$ cat config.mk
export PLATFORM = sky130hd
export DESIGN_NAME = piton_dcr_fifo
export DESIGN_NICKNAME = d
export VERILOG_FILES = /design/src/rtl/piton_dcr_fifo.sv
export SDC_FILE = /design/constraint.sdc
export NUM_CORES = 1
export LEC_CHECK = 0
export CAP_MARGIN = 20
export CORE_ASPECT_RATIO = 0.6
export CORE_MARGIN = 2
export CORE_UTILIZATION = 35
export DETAILED_ROUTE_END_ITERATION = 10
export HOLD_SLACK_MARGIN = 0.12
export SLEW_MARGIN = 0
export SYNTH_ARGS = -nofsm -noshare
export SYNTH_HDL_FRONTEND = slang
export SYNTH_SLANG_ARGS = --single-unit
export TNS_END_PERCENT = 100
$ cat constraint.sdc
create_clock -name clk -period 13.5 [get_ports clk]
set_input_delay 3.375 -clock clk [delete_from_list [all_inputs] [get_ports clk]]
set_output_delay 3.375 -clock clk [all_outputs]
set_load 0.05 [all_outputs]
$ cat src/rtl/piton_dcr_fifo.sv
// ============================================================================
// Module   : piton_dcr_fifo
// Purpose  : DCR write buffer between core control and Vortex, with
//            occupancy, sticky overflow flag and optional ready synchronizer
//            (enable with macro PITON_DCR_FIFO_RDY_SYNC_EN).
// Revision : 1.0 - initial release
// ============================================================================
`timescale 1ns/1ps
`default_nettype none

module piton_dcr_fifo #(
    parameter int VX_DCR_ADDR_WIDTH = 8,
    parameter int VX_DCR_DATA_WIDTH = 32,
    parameter int DEPTH_LOG2        = 3
) (
    input  logic                         clk,
    input  logic                         rst,
    input  logic                         buffer_wr_valid,
    input  logic [VX_DCR_ADDR_WIDTH-1:0] buffer_wr_addr,
    input  logic [VX_DCR_DATA_WIDTH-1:0] buffer_wr_data,
    output logic                         buffer_wr_ready,
    output logic                         buffer_full,
    output logic                         buffer_dcr_wr_valid,
    output logic [VX_DCR_ADDR_WIDTH-1:0] buffer_dcr_wr_addr,
    output logic [VX_DCR_DATA_WIDTH-1:0] buffer_dcr_wr_data,
    input  logic                         vx_buffer_rdy,
    input  logic                         flush,
    output logic [DEPTH_LOG2:0]          occupancy,
    output logic                         overflow_err,
    input  logic                         err_clr
);

    localparam int c_DEPTH = 1 << DEPTH_LOG2;
    localparam int c_PW    = DEPTH_LOG2 + 1;

    logic [c_PW-1:0]              r_wr_ptr;
    logic [c_PW-1:0]              r_rd_ptr;
    logic [VX_DCR_ADDR_WIDTH-1:0] r_addr_mem [c_DEPTH];
    logic [VX_DCR_DATA_WIDTH-1:0] r_data_mem [c_DEPTH];
    logic                         r_overflow;

    logic w_empty;
    logic w_full;
    logic w_rdy_eff;
    logic w_push;
    logic w_pop;
    logic w_drop;

`ifdef PITON_DCR_FIFO_RDY_SYNC_EN
    logic r_rdy_meta;
    logic r_rdy_sync;

    // Vortex ready may come from another timing domain; two flops before use.
    always_ff @(posedge clk or posedge rst) begin
        if (rst) begin
            r_rdy_meta <= 1'b0;
            r_rdy_sync <= 1'b0;
        end else begin
            r_rdy_meta <= vx_buffer_rdy;
            r_rdy_sync <= r_rdy_meta;
        end
    end

    assign w_rdy_eff = r_rdy_sync;
`else
    assign w_rdy_eff = vx_buffer_rdy;
`endif

    assign w_empty = (r_wr_ptr == r_rd_ptr);
    assign w_full  = (r_wr_ptr[DEPTH_LOG2-1:0] == r_rd_ptr[DEPTH_LOG2-1:0]) &&
                     (r_wr_ptr[DEPTH_LOG2] != r_rd_ptr[DEPTH_LOG2]);

    // Full comes from registered pointers only, so a same-cycle pop never frees a slot.
    assign w_push = buffer_wr_valid && !w_full && !flush;
    assign w_drop = buffer_wr_valid &&  w_full && !flush;
    assign w_pop  = buffer_dcr_wr_valid && vx_buffer_rdy && !flush;

    always_ff @(posedge clk or posedge rst) begin
        if (rst) begin
            r_wr_ptr <= '0;
            r_rd_ptr <= '0;
        end else if (flush) begin
            r_wr_ptr <= '0;
            r_rd_ptr <= '0;
        end else begin
            if (w_push) begin
                r_wr_ptr <= r_wr_ptr + c_PW'(1);
            end
            if (w_pop) begin
                r_rd_ptr <= r_rd_ptr + c_PW'(1);
            end
        end
    end

    always_ff @(posedge clk or posedge rst) begin
        if (rst) begin
            for (int i = 0; i < c_DEPTH; i++) begin
                r_addr_mem[i] <= '0;
                r_data_mem[i] <= '0;
            end
        end else if (w_push) begin
            r_addr_mem[r_wr_ptr[DEPTH_LOG2-1:0]] <= buffer_wr_addr;
            r_data_mem[r_wr_ptr[DEPTH_LOG2-1:0]] <= buffer_wr_data;
        end
    end

    // A fresh overflow outranks a clear request arriving in the same cycle.
    always_ff @(posedge clk or posedge rst) begin
        if (rst) begin
            r_overflow <= 1'b0;
        end else if (w_drop) begin
            r_overflow <= 1'b1;
        end else if (err_clr) begin
            r_overflow <= 1'b0;
        end
    end

    assign buffer_full         = w_full;
    assign buffer_wr_ready     = !w_full;
    assign buffer_dcr_wr_valid = !w_empty && w_rdy_eff;
    assign buffer_dcr_wr_addr  = r_addr_mem[r_rd_ptr[DEPTH_LOG2-1:0]];
    assign buffer_dcr_wr_data  = r_data_mem[r_rd_ptr[DEPTH_LOG2-1:0]];
    assign occupancy           = r_wr_ptr - r_rd_ptr;
    assign overflow_err        = r_overflow;

endmodule

`default_nettype wire

==> flow_metrics.py <==
metrics = {
    "run_status": {
        "status": "finished, final reports clean",
    },
    "setup_path": {
        "path_cells": "clkdlybuf4s50_1 > o21ai_0 > inv_1 > clkdlybuf4s50_1",
        "reg2reg_slack_ns": 9.11,
        "ff2ff_path_depth": 8,
        "crit_fanout": 3,
        "cp.arrival_ns": 4.93,
        "critPathBufInv": 3,
        "required_ns": 10.12,
        "critPathSlowestCell": "clkdlybuf4s50_1",
        "start_kind": "input pin",
        "r2r-start": "r_rd_ptr[0]",
        "max_stage_delay_ns": 0.79,
        "end_kind": "output port",
        "crit_top_cell": "clkdlybuf4s50_1",
        "r2r-end": "r_data_mem[193]",
        "path_delay_family": "buffers and inverters",
        "worstSetupPathType": "input pin to output port",
    },
    "yosys": {
        "synth-main-ff-cell": "dfrtp_1",
        "synth.avg_cell_area_um2": 15.36,
        "synth-edff-count": 0,
        "yosysWarnings": 0,
        "synth-seq-area-share_pct": 54.92,
        "synth.largest_area_cell": "dfrtp_1",
        "synth_area_mm2": 0.01499,
        "syn_inst": 976,
        "ys_ff_latch": 329,
        "synth.distinct_cells": 33,
        "synth_fp_nets": 1028,
        "async_flop_share_pct": 100.0,
        "synth_top_area_share_pct": 54.92,
        "ys_top_cells_by_area": "dfrtp_1 55%, mux2_2 21%, mux4_2 12%",
    },
    "clocking": {
        "cts.sinks": 329,
        "cts_htree_levels": 1,
        "cts_buffers": 31,
        "holdBufCountCts": 0,
        "cts_resized": 0,
        "post_cts_buffers": 0,
        "clk_pin_slew_ns": 0.06,
        "clockBufferDepth": 3,
        "cts_tree": "done",
        "clockRootBuffer": "clkbuf_16",
        "clock_latency_ns": 0.58,
    },
    "sta": {
        "tns_ns": 0,
        "tightestPinTransition_ns": 1.033,
        "setup_ws_ns": 5.196,
        "finalSetupViolations": 0,
        "max_freq_mhz": 120.4,
        "finalHoldViolCount": 0,
        "period_share_pct": 61.51,
        "relSlewSlack_pct": 31.15,
        "grt_setup_unrepaired": "no",
        "hold_ws_ns": 0.4984,
        "slew_viol_final": 0,
        "fin_worst_skew_ns": 0.01265,
        "period_needed_ns": 8.304,
    },
    "routing": {
        "vias": 8353,
        "drtAntennaViolNets": 0,
        "wl_mm": 33.74,
        "wl_per_cell_um": 20.43,
        "initialDrtViolationCount": 406,
        "routed_via_density": 5.059,
        "first_pass_iters": 4,
        "drcViolationCount": 0,
    },
    "floorplan": {
        "initial_core_util_pct": 35.62,
        "fp.coreArea_mm2": 0.04209,
        "die_area_mm2": 0.04456,
        "die_h_um": 164.3,
        "pin_count": 94,
        "rows": 58,
        "die_w_um": 271.2,
    },
    "power_and_ir_drop": {
        "p_leak_uw": 0.007858,
        "peakVddDrop_uv": 82.81,
        "power.density_mw_per_mm2": 167.0,
        "p_total_uw": 2924,
    },
    "worst_hold_path": {
        "min_path_type": "flop to flop",
        "min_from": "r_data_mem[46]",
        "holdPathStages": 1,
        "whs_endpoint": "r_data_mem[46]",
    },
    "placed_design": {
        "post-place-cells": 1592,
        "portBuffers": 93,
        "gp_congestion": 0.7102,
        "dp_worst_setup_slack_ns": 5.183,
        "dp_hpwl_mm": 18.57,
    },
    "layout": {
        "final_cells": 1651,
        "syn_to_final_growth_pct": 16.83,
        "drive_gt1_share_pct": 44.02,
        "finish.net_count": 1108,
    },
    "global_route": {
        "antenna_found_initial": 3,
        "grt_max_degree": 106,
        "grt_usage_pct": 15.48,
        "grt_overflow_total": 0,
        "grt_pass1_wl_mm": 53.55,
        "grt_pass1_vias": 8883,
    },
    "run": {
        "cap_violations": 0,
    },
}
## layer usage
metal / GRT usage (%) / routed length [µm] / vias to the layer above
li1: - / - / 3698
met5: 0 / 16 / -
met4: 4.196 / 784 / 2
met3: 2.602 / 988 / 52
met2: 25.47 / 15940 / 109
met1: 21.35 / 16010 / 4492
## synthesized netlist by cell type (2+ instances only)
cell type and instances:
dfrtp_1 329, mux2_2 280, nand2_1 123, mux4_2 80, mux2_4 40, buf_2 37
clkbuf_1 17, nor2_1 11, inv_1 9, nand3_1 6, xnor2_1 6, ha_1 5
buf_6 4, a21oi_1 3, xor2_1 3, buf_1 2, nand4_1 2, nor4_2 2
o211ai_1 2, o21ai_0 2
## logic make-up (layout without fill, tap and decap cells)
kind of cell | after synthesis | after routing | synth area share (%)
DFF | 329 | 329 | 54.92
xor gates and xnor gates | 10 | 10 | 0.6343
other | 0 | 2 | 0
adders and majority gates | 6 | 6 | 0.5508
muxes | 401 | 401 | 37.12
AOI/OAI and AO/OA | 10 | 10 | 0.4173
buffers and inverters | 72 | 175 | 2.337
and+or+nand+nor | 148 | 148 | 4.023
## area by class of cell
type                       count  area [µm²]
fill                        3902       24580
sequential                   329        8242
multi-input combinational    575        6449
timing repair buffer         108        1064
clock buffer                  50       927.1
tap                          570       713.2
clock inverter                 6       66.31
inverter                      11       48.80
antenna                        2       5.005
## power by group
part	switching, µW	internal [µW]
Combinational	415	393
Clock	377	487
Sequential	106	1150
Total	898	2030
## worst register-to-register path, delay by kind of cell, from the launching register on
family / cells / cell delay, ns
buffers and inverters: 3 / 1.51
DFF: 1 / 1.09
and+or+nand+nor: 3 / 0.98
muxes: 1 / 0.43
adders and majority gates: 1 / 0.28
## worst max-delay path by stage
| stage | from | end | slack (ns) | depth (start not counted) |
|---|---|---|---|---|
| after floorplan | rst | overflow_err | 1.01 | 1 |
| after global placement | vx_buffer_rdy | buffer_dcr_wr_valid | 5.16 | 4 |
| after detailed placement | vx_buffer_rdy | buffer_dcr_wr_valid | 5.18 | 4 |
| after CTS | vx_buffer_rdy | buffer_dcr_wr_valid | 5.19 | 4 |
| after global routing | vx_buffer_rdy | buffer_dcr_wr_valid | 5.14 | 4 |
| final | vx_buffer_rdy | buffer_dcr_wr_valid | 5.20 | 4 |
## registers in the layout, summed over array words and instances (netlist names)
register      count
r_addr_mem       64
r_data_mem      256
r_wr_ptr          4
r_rd_ptr          4
overflow_err      1
## stage by stage
step	utilization, %	cell area [µm²]
after floorplan	-	14990
after global placement	39.17	16490
after detailed placement	39.17	16490
after CTS	41.53	17480
after global routing	41.61	17510
final	41.61	17510
## layout by cell type, fill, tap and decap left out, drive strengths merged, types with 3 or more instances in the layout
cell type and n:
clkinv 3, buf 15, nor2 12, mux2 320, clkbuf 50, xor2 3, clkdlybuf4s50 93, mux4 80
nand2 123, ha 5, inv 13, a21oi 3, xnor2 7, nand3 6, dfrtp 329
Power figures use the tool's default switching activity.
